## config.mk

```make
export PLATFORM = sky130hd
export DESIGN_NAME = band_gain_interp_flat
export DESIGN_NICKNAME = d
export VERILOG_FILES = /design/src/rtl/band_gain_interp_pkg.sv /design/src/rtl/band_gain_interp_if.sv /design/src/rtl/band_gain_interp_lerp.sv /design/src/rtl/band_gain_interp.sv /design/src/flat_wrapper.sv
export SDC_FILE = /design/constraint.sdc
export NUM_CORES = 2
export LEC_CHECK = 0
export ABC_CLOCK_PERIOD_IN_PS = 36200
export CORE_MARGIN = 2
export CORE_UTILIZATION = 50
export DETAILED_ROUTE_END_ITERATION = 10
export GPL_TIMING_DRIVEN = 0
export PLACE_DENSITY = 0.77
export SKIP_LAST_GASP = 1
export SYNTH_ARGS = -nofsm -noshare
export SYNTH_HDL_FRONTEND = slang
export SYNTH_SLANG_ARGS = --single-unit
```

## constraint.sdc

```tcl
create_clock -name clk -period 36.2 [get_ports clk]
set_input_delay 7.24 -clock clk [delete_from_list [all_inputs] [get_ports clk]]
set_output_delay 7.24 -clock clk [all_outputs]
set_load 0.01 [all_outputs]
```

## src/rtl/band_gain_interp_pkg.sv

```systemverilog
// Shared constants, band table and types for the band-to-bin gain interpolator.
package band_gain_pkg;

    localparam int GAIN_W      = 16;
    localparam int NB_BANDS    = 22;
    localparam int FREQ_SIZE   = 481;
    localparam int FRAME_SHIFT = 2;     // band edges are in units of 4 bins
    localparam int BIN_W       = 9;

    typedef logic [GAIN_W-1:0] gain_t;

    localparam gain_t GAIN_ONE = 16'h8000;  // 1.0 in Q1.15

    localparam int EBAND [0:NB_BANDS-1] = '{
        0, 1, 2, 3, 4, 5, 6, 7, 8, 10, 12, 14, 16, 20, 24, 28, 34, 40, 48, 60, 78, 100
    };

    // round(65536 / band_size) per band, Q0.16
    localparam logic [15:0] RECIP [0:NB_BANDS-2] = '{
        16'd16384, 16'd16384, 16'd16384, 16'd16384,
        16'd16384, 16'd16384, 16'd16384, 16'd16384,
        16'd8192,  16'd8192,  16'd8192,  16'd8192,
        16'd4096,  16'd4096,  16'd4096,
        16'd2731,  16'd2731,  16'd2048,  16'd1365,
        16'd910,   16'd745
    };

    // first bin past the last band edge; bins from here on are zero-filled
    localparam int BAND_END = EBAND[NB_BANDS-1] << FRAME_SHIFT;

    typedef enum logic {IDLE, RUN} state_t;

    // number of bins covered by band i (0 for the out-of-range index)
    function automatic logic [6:0] band_size(input logic [4:0] i);
        if (int'(i) >= NB_BANDS - 1) return '0;
        return 7'((EBAND[int'(i) + 1] - EBAND[int'(i)]) << FRAME_SHIFT);
    endfunction

endpackage

```

## src/rtl/band_gain_interp_if.sv

```systemverilog
// Frame-in / bin-stream-out handshake bundle for band_gain_interp.
interface band_gain_interp_if;
    import band_gain_pkg::*;

    logic                        in_valid;
    logic                        in_ready;
    logic [NB_BANDS*GAIN_W-1:0]  in_gains;
    logic                        out_valid;
    logic                        out_ready;
    gain_t                       out_gain;
    logic [BIN_W-1:0]            out_bin;
    logic                        out_last;

    modport slave (
        input  in_valid, in_gains, out_ready,
        output in_ready, out_valid, out_gain, out_bin, out_last
    );

    modport master (
        output in_valid, in_gains, out_ready,
        input  in_ready, out_valid, out_gain, out_bin, out_last
    );

endinterface

```

## src/rtl/band_gain_interp_lerp.sv

```systemverilog
// Combinational linear interpolation a + floor((b-a)*frac / 2^16),
// saturated to [0, 1.0] in Q1.15.
module gain_lerp
    import band_gain_pkg::*;
(
    input  gain_t       a,
    input  gain_t       b,
    input  logic [15:0] frac,
    output gain_t       y
);

    logic signed [16:0] d;
    logic signed [33:0] prod;
    logic signed [17:0] delta;
    logic signed [18:0] sum;

    assign d     = signed'({1'b0, b}) - signed'({1'b0, a});
    assign prod  = d * signed'({1'b0, frac});
    // arithmetic shift gives floor rounding for negative slopes
    assign delta = 18'(prod >>> 16);
    assign sum   = 19'(signed'({1'b0, a})) + 19'(delta);

    // saturate to [0, GAIN_ONE]
    always_comb begin
        y = sum[15:0];
        if (sum[18])
            y = '0;
        else if (sum > 19'sd32768)
            y = GAIN_ONE;
    end

endmodule

```

## src/rtl/band_gain_interp.sv

```systemverilog
// Expands 22 per-band gains into 481 per-bin gains, one bin per cycle.
// Optional gain floor: define GAIN_INTERP_FLOOR_EN to clamp every bin to MIN_GAIN.
module band_gain_interp
    import band_gain_pkg::*;
#(
    parameter gain_t MIN_GAIN = 16'h0000
) (
    input  logic             clk,
    input  logic             rst,
    band_gain_interp_if.slave bus
);

`ifdef GAIN_INTERP_FLOOR_EN
    localparam bit FLOOR_EN = 1'b1;
`else
    localparam bit FLOOR_EN = 1'b0;
`endif

    state_t            state, state_nxt;
    gain_t             frame [NB_BANDS];
    logic [4:0]        band;
    logic [6:0]        j;
    logic [BIN_W-1:0]  bin;
    logic              in_ready, accept, load, in_band;
    logic [15:0]       recip, frac;
    gain_t             ga, gb, lerp_y, zfill, gain_nxt;
    logic              out_valid, out_last;
    gain_t             out_gain;
    logic [BIN_W-1:0]  out_bin;

    assign accept  = in_ready && bus.in_valid;
    assign in_band = int'(bin) < BAND_END;
    // output register takes a new bin when empty or being drained
    assign load    = (state == RUN) && (int'(bin) < FREQ_SIZE) && (!out_valid || bus.out_ready);

    // state register
    always_ff @(posedge clk or posedge rst) begin
        if (rst) state <= IDLE;
        else     state <= state_nxt;
    end

    // next state; ready only while idle and out of reset
    always_comb begin
        state_nxt = state;
        in_ready  = 1'b0;
        case (state)
            IDLE: begin
                in_ready = !rst;
                if (accept) state_nxt = RUN;
            end
            RUN: if (out_valid && bus.out_ready && out_last) state_nxt = IDLE;
        endcase
    end

    // capture the whole frame so upstream is free once accepted
    always_ff @(posedge clk or posedge rst) begin
        if (rst) begin
            for (int k = 0; k < NB_BANDS; k++) frame[k] <= '0;
        end else if (accept) begin
            for (int k = 0; k < NB_BANDS; k++) frame[k] <= bus.in_gains[k*GAIN_W +: GAIN_W];
        end
    end

    // operand selection; band+1 is only read inside the interpolated range
    always_comb begin
        ga    = frame[band];
        gb    = '0;
        recip = '0;
        if (in_band) begin
            gb    = frame[band + 5'd1];
            recip = RECIP[band];
        end
        frac = j * recip;
    end

    gain_lerp u_lerp (
        .a    (ga),
        .b    (gb),
        .frac (frac),
        .y    (lerp_y)
    );

    // zero-fill past the last band, then optional floor
    always_comb begin
        zfill    = in_band ? lerp_y : '0;
        gain_nxt = (FLOOR_EN && (zfill < MIN_GAIN)) ? MIN_GAIN : zfill;
    end

    // band / in-band offset / bin counters, advanced only on output load
    always_ff @(posedge clk or posedge rst) begin
        if (rst) begin
            band <= '0;
            j    <= '0;
            bin  <= '0;
        end else if (accept) begin
            band <= '0;
            j    <= '0;
            bin  <= '0;
        end else if (load) begin
            bin <= bin + 1'b1;
            if (in_band) begin
                if (j == band_size(band) - 7'd1) begin
                    j    <= '0;
                    band <= band + 5'd1;
                end else begin
                    j <= j + 7'd1;
                end
            end
        end
    end

    // output register; holds while stalled
    always_ff @(posedge clk or posedge rst) begin
        if (rst) begin
            out_valid <= 1'b0;
            out_gain  <= '0;
            out_bin   <= '0;
            out_last  <= 1'b0;
        end else if (load) begin
            out_valid <= 1'b1;
            out_gain  <= gain_nxt;
            out_bin   <= bin;
            out_last  <= (bin == BIN_W'(FREQ_SIZE - 1));
        end else if (bus.out_ready) begin
            out_valid <= 1'b0;
        end
    end

    assign bus.in_ready  = in_ready;
    assign bus.out_valid = out_valid;
    assign bus.out_gain  = out_gain;
    assign bus.out_bin   = out_bin;
    assign bus.out_last  = out_last;

endmodule
```

## src/flat_wrapper.sv

```systemverilog
// flat-port wrapper written by rule: the top's interface ports become plain ports
module band_gain_interp_flat import band_gain_pkg::*;
#(
    parameter gain_t MIN_GAIN = 16'h0000
)
  (clk, rst, bus_in_valid, bus_in_gains, bus_out_ready, bus_in_ready, bus_out_valid, bus_out_gain, bus_out_bin, bus_out_last);
  band_gain_interp_if bus_i ();
  input  logic clk;
  input  logic rst;
  input wire logic [$bits(bus_i.in_valid)-1:0] bus_in_valid;
  input wire logic [$bits(bus_i.in_gains)-1:0] bus_in_gains;
  input wire logic [$bits(bus_i.out_ready)-1:0] bus_out_ready;
  output wire logic [$bits(bus_i.in_ready)-1:0] bus_in_ready;
  output wire logic [$bits(bus_i.out_valid)-1:0] bus_out_valid;
  output wire logic [$bits(bus_i.out_gain)-1:0] bus_out_gain;
  output wire logic [$bits(bus_i.out_bin)-1:0] bus_out_bin;
  output wire logic [$bits(bus_i.out_last)-1:0] bus_out_last;
  assign bus_i.in_valid = bus_in_valid;
  assign bus_i.in_gains = bus_in_gains;
  assign bus_i.out_ready = bus_out_ready;
  assign bus_in_ready = bus_i.in_ready;
  assign bus_out_valid = bus_i.out_valid;
  assign bus_out_gain = bus_i.out_gain;
  assign bus_out_bin = bus_i.out_bin;
  assign bus_out_last = bus_i.out_last;
  band_gain_interp #(.MIN_GAIN(MIN_GAIN)) u_core (.clk(clk), .rst(rst), .bus(bus_i));
endmodule
```

==> flow_metrics.py <==
metrics = {
    "outcome": {
        "status": "completed",
    },
    "logic_synthesis": {
        "ys_seq_area_frac": 0.282,
        "synth_top_family_by_area": "adder cells",
        "synth_cells": 3953,
        "netlist_area_sq_mm": 0.0356,
        "synth_xor_area_frac": 0.0238,
        "synth-adder-area-share": 0.241,
        "syn-mean-instance-area_sq_um": 9.01,
        "yosysWarnings": 0,
        "synthSimpleGateAreaFrac": 0.198,
        "syn_nets": 4797,
        "synthArstFlopShare": 1.00,
        "synthMuxAreaShare": 0.117,
        "synth_compound_area_frac": 0.0672,
        "synth_seq_cells": 401,
        "ys_dominant_reg_cell": "dfrtp_1",
        "synth_edf_count": 0,
        "ys_types": 78,
    },
    "global_route": {
        "antenna_found_initial": 2,
        "grt_usage": 0.358,
        "grt-ovfl-total": 0,
        "grt_max_degree": 116,
        "grt_pass1_vias": 31700,
        "grt_pass1_wl_mm": 195,
    },
    "clock_network": {
        "cts_tree": "done",
        "cts_max_path_buffers": 3,
        "cts-resized-gates": 0,
        "hold_buffers": 0,
        "clk_pin_slew_worst_paths_ns": 0.07,
        "cts.sinks": 401,
        "worstSkewPairLatency_ns": 0.60,
        "htreeDepth": 2,
        "cts_root_buffer": "clkbuf_16",
        "post_cts_buffers": 0,
        "cts_buffers": 42,
    },
    "route": {
        "drc": 0,
        "wire_per_inst_um": 24.2,
        "wl_mm": 129,
        "num_vias": 31300,
        "via_per_inst": 5.85,
        "firstDrtPassIters": 8,
        "drt_iter0_drc": 3291,
        "ant_nets": 0,
    },
    "floorplan": {
        "fp.dieW_um": 271,
        "num_rows": 97,
        "dieArea_sq_mm": 0.0734,
        "core_sq_mm": 0.0703,
        "start_util": 0.507,
        "ios": 384,
        "chipHeight_um": 271,
    },
    "power": {
        "cellPowerDensity_mw_per_mm2": 57.4,
        "peakVddDrop_uv": 43.5,
        "total_leakage_power_nw": 21.2,
    },
    "worst_setup_path": {
        "path_buf_inv": 16,
        "rr_startpoint": "u_core.band[0]$_DFFE_PP0P_",
        "r2r_setup_slack_ns": 16.76,
        "cp_slowest_stage_delay_ns": 0.83,
        "worst_path_dominant_cell_family": "adder cells",
        "critical_path_class": "register to register",
        "cp-end-kind": "register",
        "worst_setup_path_start_kind": "register",
        "worstReg2RegEnd": "u_core.bus.out_gain[5]$_DFFE_PP0P_",
        "cp_max_fo": 12,
        "crit_arrival_ns": 19.95,
        "cp.required_ns": 36.71,
        "rr_worst_depth": 61,
        "crit_top_cell": "fa_1",
        "cpMaxStageDelayCell": "xnor2_1",
    },
    "cells_and_area": {
        "fin_nets": 5227,
        "fillers": 6004,
        "final_cell_count_no_fill": 5355,
        "drive_above_1_share": 0.0630,
        "syn_to_final_growth_pct": 18.1,
    },
    "sta": {
        "fin_crit_ns": 19.44,
        "final-setup-viol-count": 0,
        "period_share": 0.537,
        "finClkSkew_ns": 0.0308,
        "rsz0062_at_grt": "no",
        "hold_viol": 0,
        "drv_slew": 0,
        "fmax_mhz": 51.5,
        "worst_slew_pin_slew_ns": 1.23,
        "slew_headroom": 0.179,
        "fin_tns_setup_ns": 0,
    },
    "min_path": {
        "hold_path_startpoint": "u_core.bus.out_bin[4]$_DFFE_PP0P_",
        "holdPathEnd": "u_core.bus.out_bin[4]$_DFFE_PP0P_",
        "hp-class": "register to register",
        "whs_path_depth": 2,
    },
    "placement": {
        "dp.final_hpwl_mm": 105,
        "port_buffers": 383,
        "gp_congestion": 1.04,
        "placed_cells": 5279,
    },
    "run": {
        "cap_violations": 0,
    },
}
-- per-layer routing --
layer | wire (um) | GRT usage
met4 | 11000 | 0.240
met1 | 46500 | 0.441
met5 | 23 | 0
met3 | 12500 | 0.0762
met2 | 59400 | 0.568
-- per-stage QoR --
stage / area [sq um] / hold WS (ns) / util / setup slack, ns / power [mW]
finish: 42100 / 0.483 / 0.598 / 16.76 / 2.41
global route: 42100 / 0.512 / 0.598 / 15.68 / 2.54
detailed placement: 40700 / 0.471 / 0.579 / 17.14 / 1.93
floorplan: 35600 / 0.457 / - / 17.80 / 1.46
global placement: 40600 / 0.465 / 0.578 / 12.82 / 1.92
CTS: 42100 / 0.487 / 0.598 / 17.08 / 2.38
-- power by group --
| part | internal (mW) | switching (mW) | leakage [nW] |
|---|---|---|---|
| Clock | 0.243 | 0.193 | 0.661 |
| Combinational | 0.539 | 0.964 | 15.0 |
| Sequential | 0.462 | 0.0132 | 5.56 |
| Total | 1.24 | 1.17 | 21.2 |
-- sequential cells by signal (all words and copies together) (netlist names) --
register / cells
u_core.band: 5
u_core.frame: 352
u_core.bus.out_bin: 9
u_core.bin: 9
u_core.j: 7
u_core.bus.out_last: 1
u_core.bus.out_gain: 16
u_core.state: 1
u_core.bus.out_valid: 1
-- cell type report --
class                   count  area, sq um  share of cell area
diodes                      1         2.50           0.0000595
plain buffers             210          807              0.0192
clock buffers              60         1180              0.0280
clock inverters            15          161             0.00384
inverters                 468         1760              0.0420
multi-input cells        2874        23000               0.547
flip-flops and latches    401        10000               0.239
well taps                 940         1180              0.0280
repair buffers            386         3920              0.0931
-- cells by family (layout without fill, tap and decap cells) --
kind of cell             after synthesis  in the layout
buffers and inverters                678           1139
flip-flops                           401            401
other                                  0              1
XOR/XNOR                              93             93
adder cells (fa/ha/maj)              488            488
AND/OR/NAND/NOR                     1721           1721
multiplexers                         230            230
AO/OA/AOI/OAI                        342            342
-- worst max-delay path by stage --
stage | start | end | slack, ns | depth (start not counted)
after floorplan | rst | u_core.band[0]$_DFFE_PP0P_ | 17.80 | 1
after global placement | rst | u_core.frame[333]$_DFFE_PP0P_ | 12.82 | 2
after detailed placement | u_core.band[0]$_DFFE_PP0P_ | u_core.bus.out_gain[5]$_DFFE_PP0P_ | 17.14 | 61
after CTS | u_core.band[0]$_DFFE_PP0P_ | u_core.bus.out_gain[5]$_DFFE_PP0P_ | 17.08 | 61
after global routing | u_core.band[0]$_DFFE_PP0P_ | u_core.bus.out_gain[0]$_DFFE_PP0P_ | 15.68 | 63
final | u_core.band[0]$_DFFE_PP0P_ | u_core.bus.out_gain[5]$_DFFE_PP0P_ | 16.76 | 61
-- tightest hold or removal path, delay by kind of cell (launching register included) --
| family | cells | cell delay [ns] |
|---|---|---|
| flip-flops | 1 | 0.34 |
| AND/OR/NAND/NOR | 2 | 0.11 |
-- cells in the final DEF, fill, tap and decap left out, types with 12 or more instances in the layout --
cell type / count
mux2i_1: 56
clkdlybuf4s50_1: 383
nor3_1: 18
nor2_1: 97
nand2b_1: 27
a31oi_1: 13
nand3_1: 31
a21o_1: 20
a21oi_1: 69
nand2_1: 1383
dfrtp_1: 401
and3_1: 18
inv_1: 465
fa_1: 330
mux4_2: 145
clkbuf_1: 179
ha_1: 158
and2_1: 66
o22a_1: 13
xor2_1: 32
mux2_2: 29
a221oi_1: 12
o211ai_1: 12
a221o_1: 21
a22oi_1: 15
clkbuf_16: 42
a22o_1: 18
buf_2: 14
nor2b_1: 39
o21ai_0: 69
xnor2_1: 59
buf_1: 28
-- cells in the mapped netlist (11+ instances only) --
library cell,number,area (sq um)
nor2_1,97,364
clkbuf_1,167,627
a22oi_1,15,113
and2_1,66,413
fa_1,330,6610
and3_1,18,113
o211ai_1,12,90.1
xor2_1,32,280
xnor2_1,59,517
a221o_1,21,210
a22o_1,18,158
mux4_2,145,3270
mux2i_1,56,561
nor2b_1,39,244
inv_1,466,1750
buf_2,14,70.1
a21o_1,20,150
nor3_1,18,90.1
nand2_1,1383,5190
a221oi_1,12,105
o21ai_0,69,345
o22ai_1,11,68.8
o22a_1,13,114
mux2_2,29,327
dfrtp_1,401,10000
nand3_1,31,155
nand2b_1,27,169
a31oi_1,13,81.3
a21oi_1,69,345
buf_1,29,109
ha_1,158,1980
Note: power is estimated with default switching activity, not from simulation.
